### config.mk
export PLATFORM = sky130hd
export DESIGN_NAME = micro_pattern_counter
export DESIGN_NICKNAME = d
export VERILOG_FILES = /design/src/rtl/micro_counter_pkg.sv /design/src/rtl/micro_pattern_counter_prescaler.sv /design/src/rtl/micro_pattern_counter.sv
export SDC_FILE = /design/constraint.sdc
export NUM_CORES = 1
export LEC_CHECK = 0
export CAP_MARGIN = 25
export CORE_AREA = 3 3 76 71
export DETAILED_ROUTE_END_ITERATION = 7
export DIE_AREA = 0 0 79 74
export PLACE_DENSITY_LB_ADDON = 0.08
export RECOVER_POWER = 100
export SETUP_SLACK_MARGIN = 0.15
export SKIP_LAST_GASP = 1
export SYNTH_ARGS = -nofsm -noshare
export SYNTH_HDL_FRONTEND = slang
export SYNTH_SLANG_ARGS = --single-unit
### constraint.sdc
create_clock -name clk -period 3.2 [get_ports clk]
set_input_delay 0.64 -clock clk [delete_from_list [all_inputs] [get_ports clk]]
set_output_delay 0.64 -clock clk [all_outputs]
set_load 0.02 [all_outputs]
### src/rtl/micro_counter_pkg.sv
// Shared types and helpers for the micro-tile pattern counter.
// Holds the mode encoding, LFSR tap table and Gray conversion.
package micro_counter_pkg;

    typedef enum logic [1:0] {
        MODE_UP   = 2'b00,
        MODE_DOWN = 2'b01,
        MODE_GRAY = 2'b10,
        MODE_LFSR = 2'b11
    } mode_e;

    // Galois right-shift masks; bit (t-1) set for each feedback tap t.
    function automatic logic [15:0] lfsr_taps(input int width);
        case (width)
            4:       return 16'h000C;
            5:       return 16'h0014;
            6:       return 16'h0030;
            7:       return 16'h0060;
            8:       return 16'h00B8;
            9:       return 16'h0110;
            10:      return 16'h0240;
            11:      return 16'h0500;
            12:      return 16'h0E08;
            13:      return 16'h1C80;
            14:      return 16'h3802;
            15:      return 16'h6000;
            16:      return 16'hB400;
            default: return 16'h0000;
        endcase
    endfunction

    function automatic logic [15:0] to_gray(input logic [15:0] b);
        return b ^ (b >> 1);
    endfunction

endpackage

### src/rtl/micro_pattern_counter_prescaler.sv
// Enable-gated prescaler: ticks every div+1 enabled cycles.
// A clear restarts the interval from zero.
module micro_prescaler
    import micro_counter_pkg::*;
#(
    parameter int W = 4
) (
    input  logic         clk,
    input  logic         rst,
    input  logic         enable,
    input  logic [W-1:0] div,
    input  logic         clear,
    output logic         tick
);

    logic [W-1:0] pcnt;

    // >= lets a lowered div take effect on the next enabled cycle
    assign tick = enable && (pcnt >= div);

    always_ff @(posedge clk or posedge rst) begin
        if (rst) begin
            pcnt <= '0;
        end else if (clear || tick) begin
            pcnt <= '0;
        end else if (enable) begin
            pcnt <= pcnt + 1'b1;
        end
    end

endmodule

### src/rtl/micro_pattern_counter.sv
// Bring-up / pad-test pattern generator for the micro tile:
// up, down, Gray or LFSR pattern with prescaler, load and bypass.
module micro_pattern_counter
    import micro_counter_pkg::*;
#(
    parameter int WIDTH       = 8,
    parameter int PRESCALE_W  = 4,
    parameter int SYNC_STAGES = 2
) (
    input  logic                  clk,
    input  logic                  rst,
    input  logic [1:0]            mode,
    input  logic                  enable,
    input  logic [PRESCALE_W-1:0] div,
    input  logic                  load,
    input  logic [WIDTH-1:0]      load_val,
    input  logic                  bypass,
    input  logic [WIDTH-1:0]      bypass_val,
    output logic [WIDTH-1:0]      pat_out,
    output logic                  wrap
);

    if (WIDTH < 4 || WIDTH > 16) begin : g_bad_width
        $error("micro_pattern_counter: WIDTH must be 4..16");
    end
    if (SYNC_STAGES < 2) begin : g_bad_sync
        $error("micro_pattern_counter: SYNC_STAGES must be >= 2");
    end

    localparam logic [15:0]      TAPS16 = lfsr_taps(WIDTH);
    localparam logic [WIDTH-1:0] TAPS   = TAPS16[WIDTH-1:0];
    localparam logic [WIDTH-1:0] ONE    = WIDTH'(1);

    logic [SYNC_STAGES-1:0] rst_sync;
    logic                   rst_i;
    mode_e                  md;
    logic                   tick;
    logic [WIDTH-1:0]       cnt;
    logic [WIDTH-1:0]       lfsr;
    logic [WIDTH-1:0]       lfsr_step;
    logic [WIDTH-1:0]       value;

    always_ff @(posedge clk or posedge rst) begin
        if (rst) begin
            rst_sync <= '1;
        end else begin
            rst_sync <= {rst_sync[SYNC_STAGES-2:0], 1'b0};
        end
    end

    assign rst_i = rst_sync[SYNC_STAGES-1];
    assign md    = mode_e'(mode);

    micro_prescaler #(
        .W (PRESCALE_W)
    ) u_prescaler (
        .clk    (clk),
        .rst    (rst_i),
        .enable (enable),
        .div    (div),
        .clear  (load),
        .tick   (tick)
    );

    assign lfsr_step = {1'b0, lfsr[WIDTH-1:1]}
                     ^ (lfsr[0] ? TAPS : '0);

    always_ff @(posedge clk or posedge rst_i) begin
        if (rst_i) begin
            cnt  <= '0;
            lfsr <= ONE;
            wrap <= 1'b0;
        end else if (load) begin
            cnt  <= load_val;
            lfsr <= (load_val == '0) ? ONE : load_val;
            wrap <= 1'b0;
        end else if (tick) begin
            case (md)
                MODE_UP, MODE_GRAY: begin
                    cnt  <= cnt + 1'b1;
                    wrap <= &cnt;
                end
                MODE_DOWN: begin
                    cnt  <= cnt - 1'b1;
                    wrap <= (cnt == '0);
                end
                MODE_LFSR: begin
                    lfsr <= lfsr_step;
                    wrap <= (lfsr_step == ONE);
                end
                default: wrap <= 1'b0;
            endcase
        end else begin
            wrap <= 1'b0;
        end
    end

    always_comb begin
        value = cnt;
        case (md)
            MODE_GRAY: value = WIDTH'(to_gray(16'(cnt)));
            MODE_LFSR: value = lfsr;
            default:   value = cnt;
        endcase
    end

    // Raw rst so the pads see bypass_val the instant reset asserts
    assign pat_out = (rst || bypass) ? bypass_val : value;

endmodule

Word-level counts from Yosys, hierarchy flattened
Cells that the tools add are included.

Bits in registers: 23. Output and inout bits: 9. Input bits: 27.

Order comparisons: 1. Muxes and demuxes: 15. Add/subtract/negate cells: 3. Bitwise logic cells: 2. Equality and inequality tests: 4. Reduce and logical (&&, ||, !) cells: 14.

Operators by type and width (count): $mux W8 (8); $pmux W8 S2 (2); $logic_not A8 Y1 (2); $add A8 B1 Y8 const B (1); $eq A8 B1 Y1 const B (1); $mux W4 (2); $reduce_and A8 Y1 (1); $sub A8 B1 Y8 const B (1); $xor A7 B8 Y8 (1); $xor A8 B7 Y8 (1); $reduce_bool A2 Y1 (3); $add A4 B1 Y4 const B (1); $eq A2 B2 Y1 const B (2); $ge A4 B4 Y1 (1); $reduce_and A2 Y1 (2); $pmux W1 S3 (1); $reduce_bool A3 Y1 (1); $eq A2 B1 Y1 const B (1); $logic_not A2 Y1 (1); $logic_or A1 B1 Y1 (2); $mux W1 (2); $reduce_or A2 Y1 (1); $logic_and A1 B1 Y1 (1).

Logic depth before layout (Yosys ltp)
Depth after elaboration: 6. Gate-level depth with buffers: 10. Mapped depth without buffers: 8.

Cells and area by module
From an unflattened synthesis, not the netlist that was laid out.

Cell total of the unflattened synthesis: 228. Area, all modules: 1889.3 µm².

Modules (own cells, without submodules): micro_pattern_counter (seq. area each 479.2 µm², times used 1, cells each 191, area an instance 1541.5 µm²); micro_prescaler (seq. area each 100.1 µm², times used 1, cells each 37, area an instance 347.8 µm²).

Worst setup path before layout
No wires, ideal clock.

Path kind: input to output. Start point: in mode[0]. End point: out pat_out[4]. Cell stages on the path: 6. Data required time: 2.560 ns. Setup slack: 0.714 ns. Arrival time: 1.846 ns. Cells stage by stage: buf_2 buf_1 mux2i_1 nand2_1 o21ai_0 o21ai_0.

Word-level cells in the longest chain between the ends: 3. Elaborated cells on any way between the ends: 4. Those cells by class: eq/ne (2); mux (2).

Ends and longest elaborated chain: start, declared (RTL line micro_pattern_counter.sv:12) `input logic [1:0] mode,`; $eq A2 B2 Y1 (RTL line micro_pattern_counter.sv:100) `case (md)`; $pmux W8 S2 * (RTL line micro_pattern_counter.sv:100); $mux W8 * (RTL line micro_pattern_counter.sv:108) `assign pat_out = (rst || bypass) ? bypass_val : value;`; end, declared (RTL line micro_pattern_counter.sv:19) `output logic [WIDTH-1:0] pat_out,`.

Every way passes the cells marked *; elsewhere a longest branch is shown, timed or not.

Worst setup path in the final report
Start point: in mode[0]. End point: out pat_out[2].

The elaborated chain is that of the path after synthesis.

==> impl_metrics.csv <==
group,metric,value,unit
outcome,run_status,"complete, no violations",
timing,fin_tns_setup,0,ns
synth,synth.cell_area,1870,sq um
synth,yosys_warnings,0,
cts,tritoncts,"done",
timing,slew_headroom,0.425,
synth,synthCells,210,
power_and_ir_drop,power.density_cell_area,337,nW/um^2
cells_and_area,flow.area_growth_from_synthesis,23.5,%
power_and_ir_drop,report.power.total,0.776,mW
power_and_ir_drop,total_leakage_power,0.995,nW
worst_setup_path,worst_r2r_path_depth,8,
worst_setup_path,worst_path_most_repeated_cell,"sky130_fd_sc_hd__o21ai_0",
routing,vias,1643,
floorplanning,die_area,5850,sq um
worst_setup_path,critical_path.max_fanout,16,
cells_and_area,final_common_cell,"sky130_fd_sc_hd__clkdlybuf4s50_1",
placement,dp_slack,0.156,ns
placement,detailedPlacementHpwl,3660,um
timing,timing.final.ws_setup,0.165,ns
synth,async_flop_share,1.00,
worst_setup_path,cp.buffers_inverters,3,
synth,post_syn_area_per_cell,8.88,sq um
cts,h_tree_levels,1,
cells_and_area,final_cell_mix,"sky130_fd_sc_hd__clkdlybuf4s50_1 (24), sky130_fd_sc_hd__nand2_1 (23), sky130_fd_sc_hd__o21ai_0 (21)",
synth,ys_ff_latch,23,
synth,synthFlopType,"sky130_fd_sc_hd__dfrtp_1",
synth,synth_nets,251,
worst_setup_path,critical_path.slowest_cell,"sky130_fd_sc_hd__dlygate4sd3_1",
timing,final_min_period_over_clock_period,0.948,
synth,synth-edff-count,0,
placement,port-buffer-count,35,
worst_setup_path,required_time_worst_endpoint,2.56,ns
worst_setup_path,worst-endpoint-arrival,2.39,ns
floorplanning,initial_core_utilization,0.393,
floorplanning,io_pins,36,
cts,postCtsHoldBufs,0,
global_routing,grt_use_total,0.166,
timing,unrepaired_setup_endpoints_after_global_routing,"false",
floorplanning,die_x,79,um
cts,post_cts_repair_setup_buffers,0,
cells_and_area,antenna-diode-count,0,
cts,cts_buffer_depth,2,
routing,wirelength,4640,um
worst_setup_path,critPathTopFamily,"buffers and inverters",
synth,synth_cell_type_count,46,
global_routing,grt.overflow.total,0,
timing,final-hold-violation-count,0,
routing,drc,0,
synth,register_area_share_after_synthesis,0.311,
cts,clock_insertion_delay_worst_skew,0.26,ns
cells_and_area,nFillCells,491,
worst_setup_path,worstPathCellList,"clkdlybuf4s50_1, buf_12, mux2i_1, nand2_1, o21ai_0, o21ai_0, dlygate4sd3_1",
global_routing,maximum_number_of_pins_on_one_net_before_global_route_repair,22,
min_path,timing.hold.worst.class,"reg2reg",
cts,tritoncts_num_sinks,23,
worst_setup_path,cpPeakStageDelay,0.65,ns
floorplanning,placement_rows,24,
global_routing,grt_antenna_before_repair,0,
global_routing,via_count_of_the_first_global_routing_pass,1579,
cts,cts-root-buf,"sky130_fd_sc_hd__clkbuf_8",
cells_and_area,layout_cell_share_with_drive_strength_beyond_1,0.113,
min_path,whs_path_depth,0,
worst_setup_path,worstSetupEndpointType,"primary output",
power_and_ir_drop,peakVddDrop,0.218,mV
worst_setup_path,timing.critical_path.from_type,"primary input",
worst_setup_path,path_depth,7,
job,timing.max_cap.violations,0,
routing,dr.pass1.iters,4,
routing,vias_per_inst,5.27,
timing,finalWorstPathRequiredPeriod,3.03,ns
worst_setup_path,crit_type,"in2out",
routing,initialDrtViolationCount,183,
placement,globalplace.congestion,0.856,
global_routing,grt_first_pass_wirelength,7650,um
floorplanning,design.core.area,4740,sq um
cells_and_area,design.final.nets,289,
timing,max_freq,329,MHz
cts,ctsResizeCount,0,
timing,finalSetupViolCount,0,
timing,final-max-slew-violation-count,0,
routing,routed_wire_per_std_cell,14.9,um
routing,drtAntennaViolNets,0,
timing,finalClockSkew,0.00463,ns
timing,max_slew.worst_pin.slew,0.861,ns
cts,numCtsBuffers,3,
floorplanning,die_h,74,um
cts,cts.clk_slew.worst_paths,0.08,ns
## final timing paths
path	end	from	slack, ns
setup / recovery	pat_out[2]	mode[0]	0.17
hold / removal	rst_sync[1]$_DFF_PP1_	rst_sync[0]$_DFF_PP1_	0.36
setup reg to reg	cnt[4]$_DFFE_PP0P_	u_prescaler.pcnt[0]$_DFFE_PP0P_	0.74
hold reg to reg	rst_sync[1]$_DFF_PP1_	rst_sync[0]$_DFF_PP1_	0.36
max in group asynchronous	lfsr[6]$_DFFE_PP0P_	rst_sync[1]$_DFF_PP1_	2.24
min in group asynchronous	wrap$_DFF_PP0_	rst_sync[1]$_DFF_PP1_	0.43
## synthesized netlist by cell type, types with 2 or more instances
library cell,number,area [sq um]
sky130_fd_sc_hd__buf_2,3,15.0
sky130_fd_sc_hd__clkbuf_1,7,26.3
sky130_fd_sc_hd__a31oi_1,2,12.5
sky130_fd_sc_hd__inv_1,15,56.3
sky130_fd_sc_hd__dfstp_2,3,78.8
sky130_fd_sc_hd__nand2_1,23,86.3
sky130_fd_sc_hd__o21ai_0,15,75.1
sky130_fd_sc_hd__xor2_1,5,43.8
sky130_fd_sc_hd__a21oi_1,10,50.1
sky130_fd_sc_hd__nand3_1,4,20.0
sky130_fd_sc_hd__a22oi_1,2,15.0
sky130_fd_sc_hd__dfrtp_1,20,500
sky130_fd_sc_hd__buf_6,2,22.5
sky130_fd_sc_hd__a41oi_1,2,17.5
sky130_fd_sc_hd__ha_1,14,175
sky130_fd_sc_hd__mux2i_1,14,140
sky130_fd_sc_hd__o21ai_1,8,40.0
sky130_fd_sc_hd__a21o_1,2,15.0
sky130_fd_sc_hd__nand4_1,4,25.0
sky130_fd_sc_hd__and3_1,2,12.5
sky130_fd_sc_hd__xnor2_1,6,52.6
sky130_fd_sc_hd__a2111oi_2,3,45.0
sky130_fd_sc_hd__o31ai_1,4,30.0
sky130_fd_sc_hd__nor4_1,5,31.3
sky130_fd_sc_hd__nor3_1,4,20.0
sky130_fd_sc_hd__nand2b_4,2,27.5
sky130_fd_sc_hd__nor2_1,10,37.5
## sequential cells by signal, summed over array words and instances, names as in the netlist
| register | cells |
|---|---|
| cnt | 8 |
| lfsr | 8 |
| rst_sync | 2 |
| u_prescaler.pcnt | 4 |
| wrap | 1 |
## area by class of cell
| class | count | area (sq um) | area share |
|---|---|---|---|
| Sequential cell | 23 | 579 | 0.251 |
| Timing Repair Buffer | 46 | 407 | 0.176 |
| Inverter | 15 | 56.3 | 0.0244 |
| Clock buffer | 4 | 45.0 | 0.0195 |
| Multi-Input combinational cell | 159 | 1140 | 0.493 |
| Tap cell | 65 | 81.3 | 0.0353 |
## worst reg2reg max path, cell delays in order, from the launching register on
cell,delay [ns]
sky130_fd_sc_hd__dfrtp_1,0.43
sky130_fd_sc_hd__inv_1,0.06
sky130_fd_sc_hd__ha_1,0.26
sky130_fd_sc_hd__nand2b_1,0.16
sky130_fd_sc_hd__a2111oi_2,0.78
sky130_fd_sc_hd__clkbuf_1,0.28
sky130_fd_sc_hd__a2111oi_2,0.09
sky130_fd_sc_hd__xnor2_1,0.20
sky130_fd_sc_hd__o21ai_0,0.09
## kinds of logic (layout without fill, tap and decap cells)
| logic type | count (synthesis) | after routing | share of synthesized area |
|---|---|---|---|
| AND/OR/NAND/NOR | 65 | 65 | 0.203 |
| AO/OA/AOI/OAI | 54 | 54 | 0.197 |
| buffers and inverters | 28 | 65 | 0.0664 |
| flip-flops | 23 | 23 | 0.311 |
| adder cells (fa/ha/maj) | 14 | 14 | 0.0939 |
| multiplexers | 14 | 14 | 0.0751 |
| XOR/XNOR | 11 | 11 | 0.0516 |
| other | 1 | 1 | 0.00201 |
## power breakdown
group / switching, mW / internal (mW) / leakage [nW]
Sequential: 0.0322 / 0.316 / 0.275
Combinational: 0.136 / 0.113 / 0.697
Clock: 0.0907 / 0.0889 / 0.0228
Total: 0.258 / 0.517 / 0.995
## per-stage QoR
step / cell area (sq um) / hold slack, ns / std cells / util
finish: 2300 / 0.359 / 312 / 0.486
CTS: 2370 / 0.362 / 312 / 0.499
global route: 2300 / 0.368 / 312 / 0.486
floorplan: 1870 / 0.321 / 210 / -
detailed placement: 2320 / 0.350 / 308 / 0.490
global placement: 2320 / 0.349 / 308 / 0.490
## layer usage
metal  track usage  up-vias  wire (um)
li1              -      824          -
met1         0.231      784       2260
met2         0.275       30       2170
met3        0.0278        5        174
met4        0.0344        0         33
met5             0        -          0
Power figures use the tool's default switching activity.
